$ cat config.mk
export PLATFORM = sky130hd
export DESIGN_NAME = elemwise_stream_seq
export DESIGN_NICKNAME = d
export VERILOG_FILES = /design/src/rtl/elemwise_stream_seq_pkg.sv /design/src/rtl/elemwise_stream_seq_valid_delay_line.sv /design/src/rtl/elemwise_stream_seq.sv
export SDC_FILE = /design/constraint.sdc
export NUM_CORES = 1
export LEC_CHECK = 0
export BUFFER_PORTS_ARGS = -buffer_cell sky130_fd_sc_hd__buf_2
export CAP_MARGIN = 0
export CORE_AREA = 5 5 636 638
export DETAILED_ROUTE_END_ITERATION = 10
export DIE_AREA = 0 0 641 643
export GPL_ROUTABILITY_DRIVEN = 1
export PLACE_DENSITY_LB_ADDON = 0.15
export REMOVE_ABC_BUFFERS = 1
export SYNTH_ARGS = -nofsm -noshare
export SYNTH_HDL_FRONTEND = slang
export SYNTH_SLANG_ARGS = --single-unit
export TNS_END_PERCENT = 10
$ cat constraint.sdc
create_clock -name clock -period 4.46 [get_ports clock]
set_input_delay 0.669 -clock clock [delete_from_list [all_inputs] [get_ports clock]]
set_output_delay 0.669 -clock clock [all_outputs]
set_load 0.02 [all_outputs]
$ cat src/rtl/elemwise_stream_seq_pkg.sv
// rtl/elemwise_stream_seq_pkg.sv - shared op codes, FU classes and default widths
// for the streaming elementwise sequencer.
package elemwise_stream_seq_pkg;

  localparam int DATA_WIDTH = 32;
  localparam int BANDWIDTH  = 8;
  localparam int ADDR_WIDTH = 11;

  typedef enum logic [3:0] {
    MAT_ADD      = 4'd0,
    MAT_SCAL_MUL = 4'd1,
    MAT_SCAL_DIV = 4'd2,
    MAT_SCAL_ADD = 4'd3,
    MAT_SCAL_INV = 4'd4,
    MAT_MUL      = 4'd5
  } op_code_t;

  typedef enum logic [1:0] {
    FU_ADD = 2'd0,
    FU_MUL = 2'd1,
    FU_DIV = 2'd2
  } fu_class_t;

  typedef enum logic [1:0] {
    S_IDLE,
    S_RUN,
    S_DRAIN,
    S_FIN
  } state_t;

  function automatic logic op_supported(input logic [3:0] op);
    case (op)
      MAT_ADD, MAT_SCAL_ADD, MAT_SCAL_MUL, MAT_SCAL_DIV: return 1'b1;
      default: return 1'b0;
    endcase
  endfunction

  function automatic fu_class_t op_class(input logic [3:0] op);
    case (op)
      MAT_SCAL_MUL: return FU_MUL;
      MAT_SCAL_DIV: return FU_DIV;
      default:      return FU_ADD;
    endcase
  endfunction

endpackage

$ cat src/rtl/elemwise_stream_seq_valid_delay_line.sv
// rtl/elemwise_stream_seq_valid_delay_line.sv - valid shift register with a
// run-time tap; tap i gives the input delayed by i+1 cycles.
module valid_delay_line #(
  parameter int DEPTH = 8,
  parameter int TAP_W = 3
) (
  input  logic             clock,
  input  logic             reset,
  input  logic             valid,
  input  logic [TAP_W-1:0] tap,
  output logic             tapped
);

  logic [DEPTH-1:0] line;

  always_ff @(posedge clock or posedge reset) begin
    if (reset) begin
      line <= '0;
    end else begin
      line <= {line[DEPTH-2:0], valid};
    end
  end

  assign tapped = line[tap];

endmodule

$ cat src/rtl/elemwise_stream_seq.sv
// rtl/elemwise_stream_seq.sv - streams A (and B or a replicated scalar) through a
// fixed-latency FP unit with read, compute and write overlapped, one word per cycle.
module elemwise_stream_seq
  import elemwise_stream_seq_pkg::*;
#(
  parameter int DATA_WIDTH = elemwise_stream_seq_pkg::DATA_WIDTH,
  parameter int BANDWIDTH  = elemwise_stream_seq_pkg::BANDWIDTH,
  parameter int ADDR_WIDTH = elemwise_stream_seq_pkg::ADDR_WIDTH,
  parameter int A_BASE     = 0,
  parameter int B_BASE     = 0,
  parameter int RES_BASE   = 0,
  parameter int LAT_ADD    = 7,
  parameter int LAT_MUL    = 5,
  parameter int LAT_DIV    = 6
) (
  input  logic                              clock,
  input  logic                              reset,
  input  logic                              start,
  input  logic [3:0]                        op_code,
  input  logic [DATA_WIDTH-1:0]             scalar,
  input  logic [ADDR_WIDTH-1:0]             n_words,
  output logic                              memA_read,
  output logic                              memB_read,
  output logic [ADDR_WIDTH-1:0]             memA_addr,
  output logic [ADDR_WIDTH-1:0]             memB_addr,
  input  logic [BANDWIDTH*DATA_WIDTH-1:0]   readdataA,
  input  logic [BANDWIDTH*DATA_WIDTH-1:0]   readdataB,
  output logic                              fu_valid,
  output logic [1:0]                        fu_class,
  output logic [BANDWIDTH*DATA_WIDTH-1:0]   fu_a,
  output logic [BANDWIDTH*DATA_WIDTH-1:0]   fu_b,
  input  logic [BANDWIDTH*DATA_WIDTH-1:0]   fu_result,
  output logic                              memRes_write,
  output logic [ADDR_WIDTH-1:0]             memRes_addr,
  output logic [BANDWIDTH*DATA_WIDTH-1:0]   memRes_writedata,
  output logic                              busy,
  output logic                              done,
  output logic                              err
);

  localparam int LAT_MAX = (LAT_ADD > LAT_MUL) ? ((LAT_ADD > LAT_DIV) ? LAT_ADD : LAT_DIV)
                                               : ((LAT_MUL > LAT_DIV) ? LAT_MUL : LAT_DIV);
  localparam int DEPTH   = LAT_MAX + 1;
  localparam int TAP_W   = $clog2(DEPTH);

  state_t                  state, state_nx;
  logic [3:0]              op_q;
  logic [DATA_WIDTH-1:0]   scalar_q;
  logic [ADDR_WIDTH-1:0]   n_q, rd_ptr, wr_ptr;
  logic                    err_q, rd_valid, tap_hit, use_b, accept;
  logic [TAP_W-1:0]        lat_sel;

  assign use_b  = (op_q == MAT_ADD);
  assign accept = op_supported(op_code) && (n_words != '0);

  always_comb begin
    case (op_class(op_q))
      FU_MUL:  lat_sel = TAP_W'(LAT_MUL);
      FU_DIV:  lat_sel = TAP_W'(LAT_DIV);
      default: lat_sel = TAP_W'(LAT_ADD);
    endcase
  end

  always_ff @(posedge clock or posedge reset) begin
    if (reset) begin
      state    <= S_IDLE;
      op_q     <= '0;
      scalar_q <= '0;
      n_q      <= '0;
      rd_ptr   <= '0;
      wr_ptr   <= '0;
      err_q    <= 1'b0;
      rd_valid <= 1'b0;
    end else begin
      state    <= state_nx;
      rd_valid <= memA_read;
      if (state == S_IDLE && start) begin
        op_q     <= op_code;
        scalar_q <= scalar;
        n_q      <= n_words;
        err_q    <= ~op_supported(op_code);
        rd_ptr   <= '0;
        wr_ptr   <= '0;
      end else begin
        if (memA_read) rd_ptr <= rd_ptr + 1'b1;
        if (tap_hit)   wr_ptr <= wr_ptr + 1'b1;
      end
    end
  end

  always_comb begin
    state_nx  = state;
    memA_read = 1'b0;
    memB_read = 1'b0;
    memA_addr = '0;
    memB_addr = '0;
    busy      = 1'b0;
    done      = 1'b0;
    err       = 1'b0;
    case (state)
      S_IDLE: begin
        if (start) state_nx = accept ? S_RUN : S_FIN;
      end
      S_RUN: begin
        busy      = 1'b1;
        memA_read = 1'b1;
        memB_read = use_b;
        memA_addr = ADDR_WIDTH'(A_BASE) + rd_ptr;
        memB_addr = use_b ? ADDR_WIDTH'(B_BASE) + rd_ptr : '0;
        if (rd_ptr == n_q - 1'b1) state_nx = S_DRAIN;
      end
      S_DRAIN: begin
        busy = 1'b1;
        if (tap_hit && wr_ptr == n_q - 1'b1) state_nx = S_FIN;
      end
      default: begin
        busy     = 1'b1;
        done     = 1'b1;
        err      = err_q;
        state_nx = S_IDLE;
      end
    endcase
  end

  // Read strobe delayed by LAT+1 marks the cycle the FU result for that word appears.
  valid_delay_line #(
    .DEPTH(DEPTH),
    .TAP_W(TAP_W)
  ) u_delay (
    .clock (clock),
    .reset (reset),
    .valid (memA_read),
    .tap   (lat_sel),
    .tapped(tap_hit)
  );

  assign fu_valid         = rd_valid;
  assign fu_class         = op_class(op_q);
  assign fu_a             = rd_valid ? readdataA : '0;
  assign fu_b             = !rd_valid ? '0 : (use_b ? readdataB : {BANDWIDTH{scalar_q}});
  assign memRes_write     = tap_hit;
  assign memRes_addr      = tap_hit ? ADDR_WIDTH'(RES_BASE) + wr_ptr : '0;
  assign memRes_writedata = tap_hit ? fu_result : '0;

endmodule

======== Yosys cells after proc, flatten, opt, wreduce, memory -nomap -nowiden ========
Cells that the tools add are included.
storage, ports and cells
  latch bits .............................. 0
  memories kept ........................... 0
  memory bits (read-only) ................. 0
  input port bits ......................... 818
  bits in writable memories ............... 0
  flip-flop bits (word level) ............. 81
  word-level logic and storage cells ...... 68
  output and inout port bits .............. 810
operators by class
  order comparisons ....................... 1
  bitwise operators ....................... 1
  eq/ne operators ......................... 14
  $mul .................................... 0
  $add $sub $neg .......................... 3
  multiplexer cells ....................... 28
  div/mod/pow operators ................... 0
  reductions and logical operators ........ 12
  shift operators ......................... 0
operators by type and width
  kind                   count
  $mux 256               4
  $mux 11                8
  $add 11x1->11 const B  2
  $eq 11x11->1           2
  $eq 4x2->1 const B     3
  $reduce_bool 11->1     1
  $sub 11x1->11 const B  1
  $eq 4x1->1 const B     2
  $logic_not 4->1        2
  $mux 1                 8
  $mux 2                 4
  $pmux 2 s2             2
  $ne 2x2->1 const B     3
  $pmux 2 s3             1
  $eq 2x1->1 const B     2
  $eq 2x2->1 const B     2
  $lt 3x4->1 const B     1
  $reduce_bool 2->1      2
  $reduce_or 4->1        1
  $bmux 1 s3             1
  $logic_and 1x1->1      3
  $reduce_and 3->1       1
  $reduce_or 3->1        1
  $logic_not 2->1        1
  $not 1->1              1

======== Logic depth before layout (Yosys ltp) ========
  depth in word-level cells ............... 9
  gate-level depth with buffers ........... 10
  gate-level depth less buffers ........... 9

======== Modules after synthesis ========
A second synthesis with hierarchy kept.
second synthesis, totals
  cell total of the unflattened synthesis .. 1,652
  area total of the unflattened synthesis .. 10,930.5 µm²
by module, submodules not included
  module               cells an instance  seq. area each (µm²)  instances  area each (µm²)
  elemwise_stream_seq  1,640              1,826.8               1          10,662.7
  valid_delay_line     12                 200.2                 1          267.8

======== Worst setup path after synthesis ========
OpenSTA, ideal clock, no wires.
  path kind ............................... reg2out
  start point ............................. register op_q[3]
  end point ............................... output fu_b[237]
  cell stages (with the launch flop) ...... 7
  path buffers ............................ 3
  setup slack ............................. 1.476 ns
  data arrival time ....................... 2.315 ns
  path through ............................ dfrtp_1 -> clkbuf_1 -> nor4_1 -> clkbuf_1 -> clkbuf_1 -> nand2_1 -> a21boi_0
between the ends
  longest elaborated chain between the ends .. 3
ends and longest elaborated chain
  what                      RTL line                    text
  start: declaration        elemwise_stream_seq.sv:47   logic [3:0] op_q;
  start signal: assignment  elemwise_stream_seq.sv:78   op_q <= op_code;
  $logic_not 4->1           elemwise_stream_seq.sv:53   assign use_b = (op_q == MAT_ADD);
  $mux 256 (2 in series)    elemwise_stream_seq.sv:140  assign fu_b = !rd_valid ? '0 : (use_b ? readdataB : {BANDWIDTH{scalar_q}});
  end: declaration          elemwise_stream_seq.sv:31   output logic [BANDWIDTH*DATA_WIDTH-1:0] fu_b,
No other way between the ends.

======== Final worst setup path ========
  start point ............................. register op_q[2]
  end point ............................... output fu_b[253]
Same word-level chain as after synthesis.

==> impl_metrics.py <==
metrics = {
    "global_routing": {
        "antenna_found_initial": 439,
        "grt_max_degree": 132,
        "grt_usage_pct": 13.32,
        "grt_overflow": 0,
        "grt_pass1_wl_mm": 336.5,
        "grt_pass1_vias": 20190,
    },
    "placed_design": {
        "dpl_cell_area_um2": 25460,
        "gp_congestion": 0.9229,
        "hpwl_mm": 269.4,
        "port_buffers": 1627,
        "dp.cells": 8439,
        "post-place-ws_ps": 560.6,
    },
    "worst_setup_path": {
        "crit_arrival_ps": 3450,
        "end_kind": "output port",
        "path_cells": "nor2_1 > nand2_2 > buf_4 > nand2_1 > a21boi_0 > buf_2",
        "path_class": "register to output port",
        "r2r_slack_ps": 1270,
        "r2r_start": "n_q[0]$_DFFE_PP0P_",
        "r2r-end": "state[1]$_DFFE_PP0P_",
        "cpPeakStageDelay_ps": 760,
        "r2r_cells": 9,
        "start_kind": "register",
        "required_ps": 3790,
        "crit_fanout": 24,
        "critical-path-slowest-cell": "a21boi_0",
    },
    "timing": {
        "finalMaxSlewViolations": 0,
        "period_needed_ps": 4120,
        "finalClockSkew_ps": 27.20,
        "rsz0062_at_grt": "false",
        "tns_ps": 0,
        "max_freq_ghz": 0.2427,
        "tightestPinTransition_ps": 1407,
        "maxSlewHeadroom_pct": 6.226,
        "hold_viol_final": 0,
        "finalCritPeriodShare_pct": 92.37,
        "setup_viol": 0,
        "whs_ps": 350.8,
        "setup_slack_ps": 340.4,
    },
    "synth": {
        "yosys_register_bits": 80,
        "yosys_warnings": 0,
        "synthArstFlopShare_pct": 100.0,
        "synth_area_leader_cell": "and2_1",
        "synthTopCellsByArea": "and2_1, dfrtp_1, a21boi_0, nand2_1, clkbuf_1",
        "synthCells": 1661,
        "netlist_area_um2": 10910,
        "synth_edf_count": 0,
        "netlist.area_leader.share_pct": 30.61,
        "synth.distinct_cells": 47,
        "synth_flop_cell": "dfrtp_1",
        "syn_avg_cell_area_um2": 6.571,
        "synth-seq-area-share_pct": 18.34,
    },
    "floorplan": {
        "rows": 232,
        "die_area_um2": 412200,
        "die_h_um": 643,
        "core_um2": 398000,
        "die_w_um": 641,
        "ios": 1628,
        "initial_utilization_pct": 2.742,
    },
    "clock_tree": {
        "cts_buffer_depth": 2,
        "cts_buffers": 9,
        "cts.sinks": 80,
        "hold_buffers": 0,
        "cts_setup_buffers": 0,
        "clk-insertion-delay-late_ps": 430,
        "path_clk_slew_ps": 90,
        "cts.htree.levels": 3,
        "cts_root_buf": "clkbuf_16",
        "cts_tree": "done",
        "cts.repair.resized": 0,
    },
    "routing": {
        "first_iter_violations": 1456,
        "dr.pass1.iters": 5,
        "wire_per_inst_um": 33.94,
        "wl_mm": 289.3,
        "viasPerCell": 2.433,
        "vias": 20740,
        "drc_errors": 0,
        "ant_nets": 0,
    },
    "finish": {
        "area_delta_synth_final_pct": 137.6,
        "drive_above_1_share_pct": 53.07,
        "fin_nets": 4010,
        "final_cells": 8523,
        "final_cell_area_um2": 25930,
        "finish.utilization_pct": 6.516,
    },
    "hold_path": {
        "hold_start": "u_delay.line[2]$_DFF_PP0_",
        "worstHoldPathType": "register to register",
        "min_path_cells": 0,
        "whs_endpoint": "u_delay.line[3]$_DFF_PP0_",
    },
    "power": {
        "vdd_drop_max_v": 0.0002143,
        "leakagePower_nw": 12.01,
        "total_power_mw": 3.804,
        "power.density_nw_per_um2": 146.7,
    },
    "flow_run": {
        "maxCapViolCount": 0,
    },
    "outcome": {
        "status": "complete, no violations",
    },
}
-- layout by cell type, fill, tap and decap left out, types with 3 or more instances in the layout --
cell | Yosys | routed
buf_2 | 4 | 1627
and2_1 | 534 | 533
nand2_1 | 442 | 439
a21boi_0 | 256 | 256
dfrtp_1 | 80 | 79
diode_2 | 0 | 68
nor2_1 | 37 | 37
xnor2_1 | 25 | 25
buf_4 | 0 | 22
and3_1 | 14 | 14
inv_1 | 14 | 13
nor3_1 | 12 | 12
xor2_1 | 11 | 11
a21oi_1 | 11 | 11
o21ai_0 | 10 | 10
buf_12 | 0 | 10
clkbuf_16 | 0 | 9
nand4_1 | 8 | 8
ha_1 | 7 | 7
nor4_1 | 7 | 6
nand3_1 | 5 | 5
mux2i_1 | 4 | 4
or3_1 | 3 | 3
nor2b_1 | 3 | 3
xnor3_1 | 3 | 3
-- cells by family (layout without fill, tap and decap cells) --
logic type	count (synthesis)	count (layout)	synth area share, %
flops	80	80	18.34
fa+ha+maj	7	7	0.8024
other cells	0	68	0
buf+inv	160	1689	5.824
compound gates	288	288	19.58
mux	6	6	0.5732
xor+xnor	39	39	3.508
simple gates	1081	1081	51.37
-- Yosys cell counts, types with 4 or more instances --
| cell type | number |
|---|---|
| a21oi_1 | 11 |
| nand4_1 | 8 |
| nand2_1 | 442 |
| clkbuf_1 | 137 |
| ha_1 | 7 |
| nand3_1 | 5 |
| buf_6 | 4 |
| o21ai_0 | 10 |
| nor2_1 | 37 |
| xor2_1 | 11 |
| nor3_1 | 12 |
| nor4_1 | 7 |
| inv_1 | 14 |
| mux2i_1 | 4 |
| xnor2_1 | 25 |
| and3_1 | 14 |
| and2_1 | 534 |
| dfrtp_1 | 80 |
| buf_2 | 4 |
| a21boi_0 | 256 |
-- where the power goes --
part	switching [mW]	internal [mW]
registers	0	0.725
logic	1.52	0.658
clock network	0.453	0.450
-- critical path, delay by kind of cell (launching register included) --
family / cells / cell delay [ps]
AO/OA/AOI/OAI: 1 / 760
buffers and inverters: 2 / 770
flip-flops: 1 / 510
AND/OR/NAND/NOR: 3 / 930
-- metal layers --
| metal | vias to the layer above | GRT usage (%) | part of all wire (%) |
|---|---|---|---|
| met2 | 1664 | 22.07 | 46 |
| met3 | 742 | 7.483 | 13 |
| met1 | 9772 | 14.87 | 38 |
| met4 | 140 | 2.803 | 2.8 |
| met5 | - | 0 | 0.32 |
| li1 | 8419 | - | - |
-- state kept, by name (all words and copies together), names as in the netlist --
signal / cells
state: 2
err_q: 1
op_q: 4
u_delay.line: 8
wr_ptr: 11
n_q: 11
rd_ptr: 11
scalar_q: 32
-- final cells by class --
type | instances | area (um^2)
timing repair buffer | 1659 | 8508
clock buffer | 11 | 242.7
tap | 5265 | 6588
fill | 47520 | 372000
multi-input combinational | 1421 | 8307
antenna | 68 | 170.2
clock inverter | 5 | 56.30
inverter | 14 | 55.05
sequential | 80 | 2006
-- worst max-delay path by stage --
stage / startpoint / to / slack (ps)
5_1_grt: op_q[1]$_DFFE_PP0P_ / fu_b[253] / 70
2_1_floorplan: op_q[3]$_DFFE_PP0P_ / memB_addr[0] / -16220
3_5_place_dp: op_q[1]$_DFFE_PP0P_ / fu_b[253] / 560
4_1_cts: op_q[1]$_DFFE_PP0P_ / fu_b[253] / 60
6_report: op_q[2]$_DFFE_PP0P_ / fu_b[253] / 340
3_3_place_gp: op_q[0]$_DFFE_PP0P_ / fu_b[128] / 160
Power figures use the tool's default switching activity.
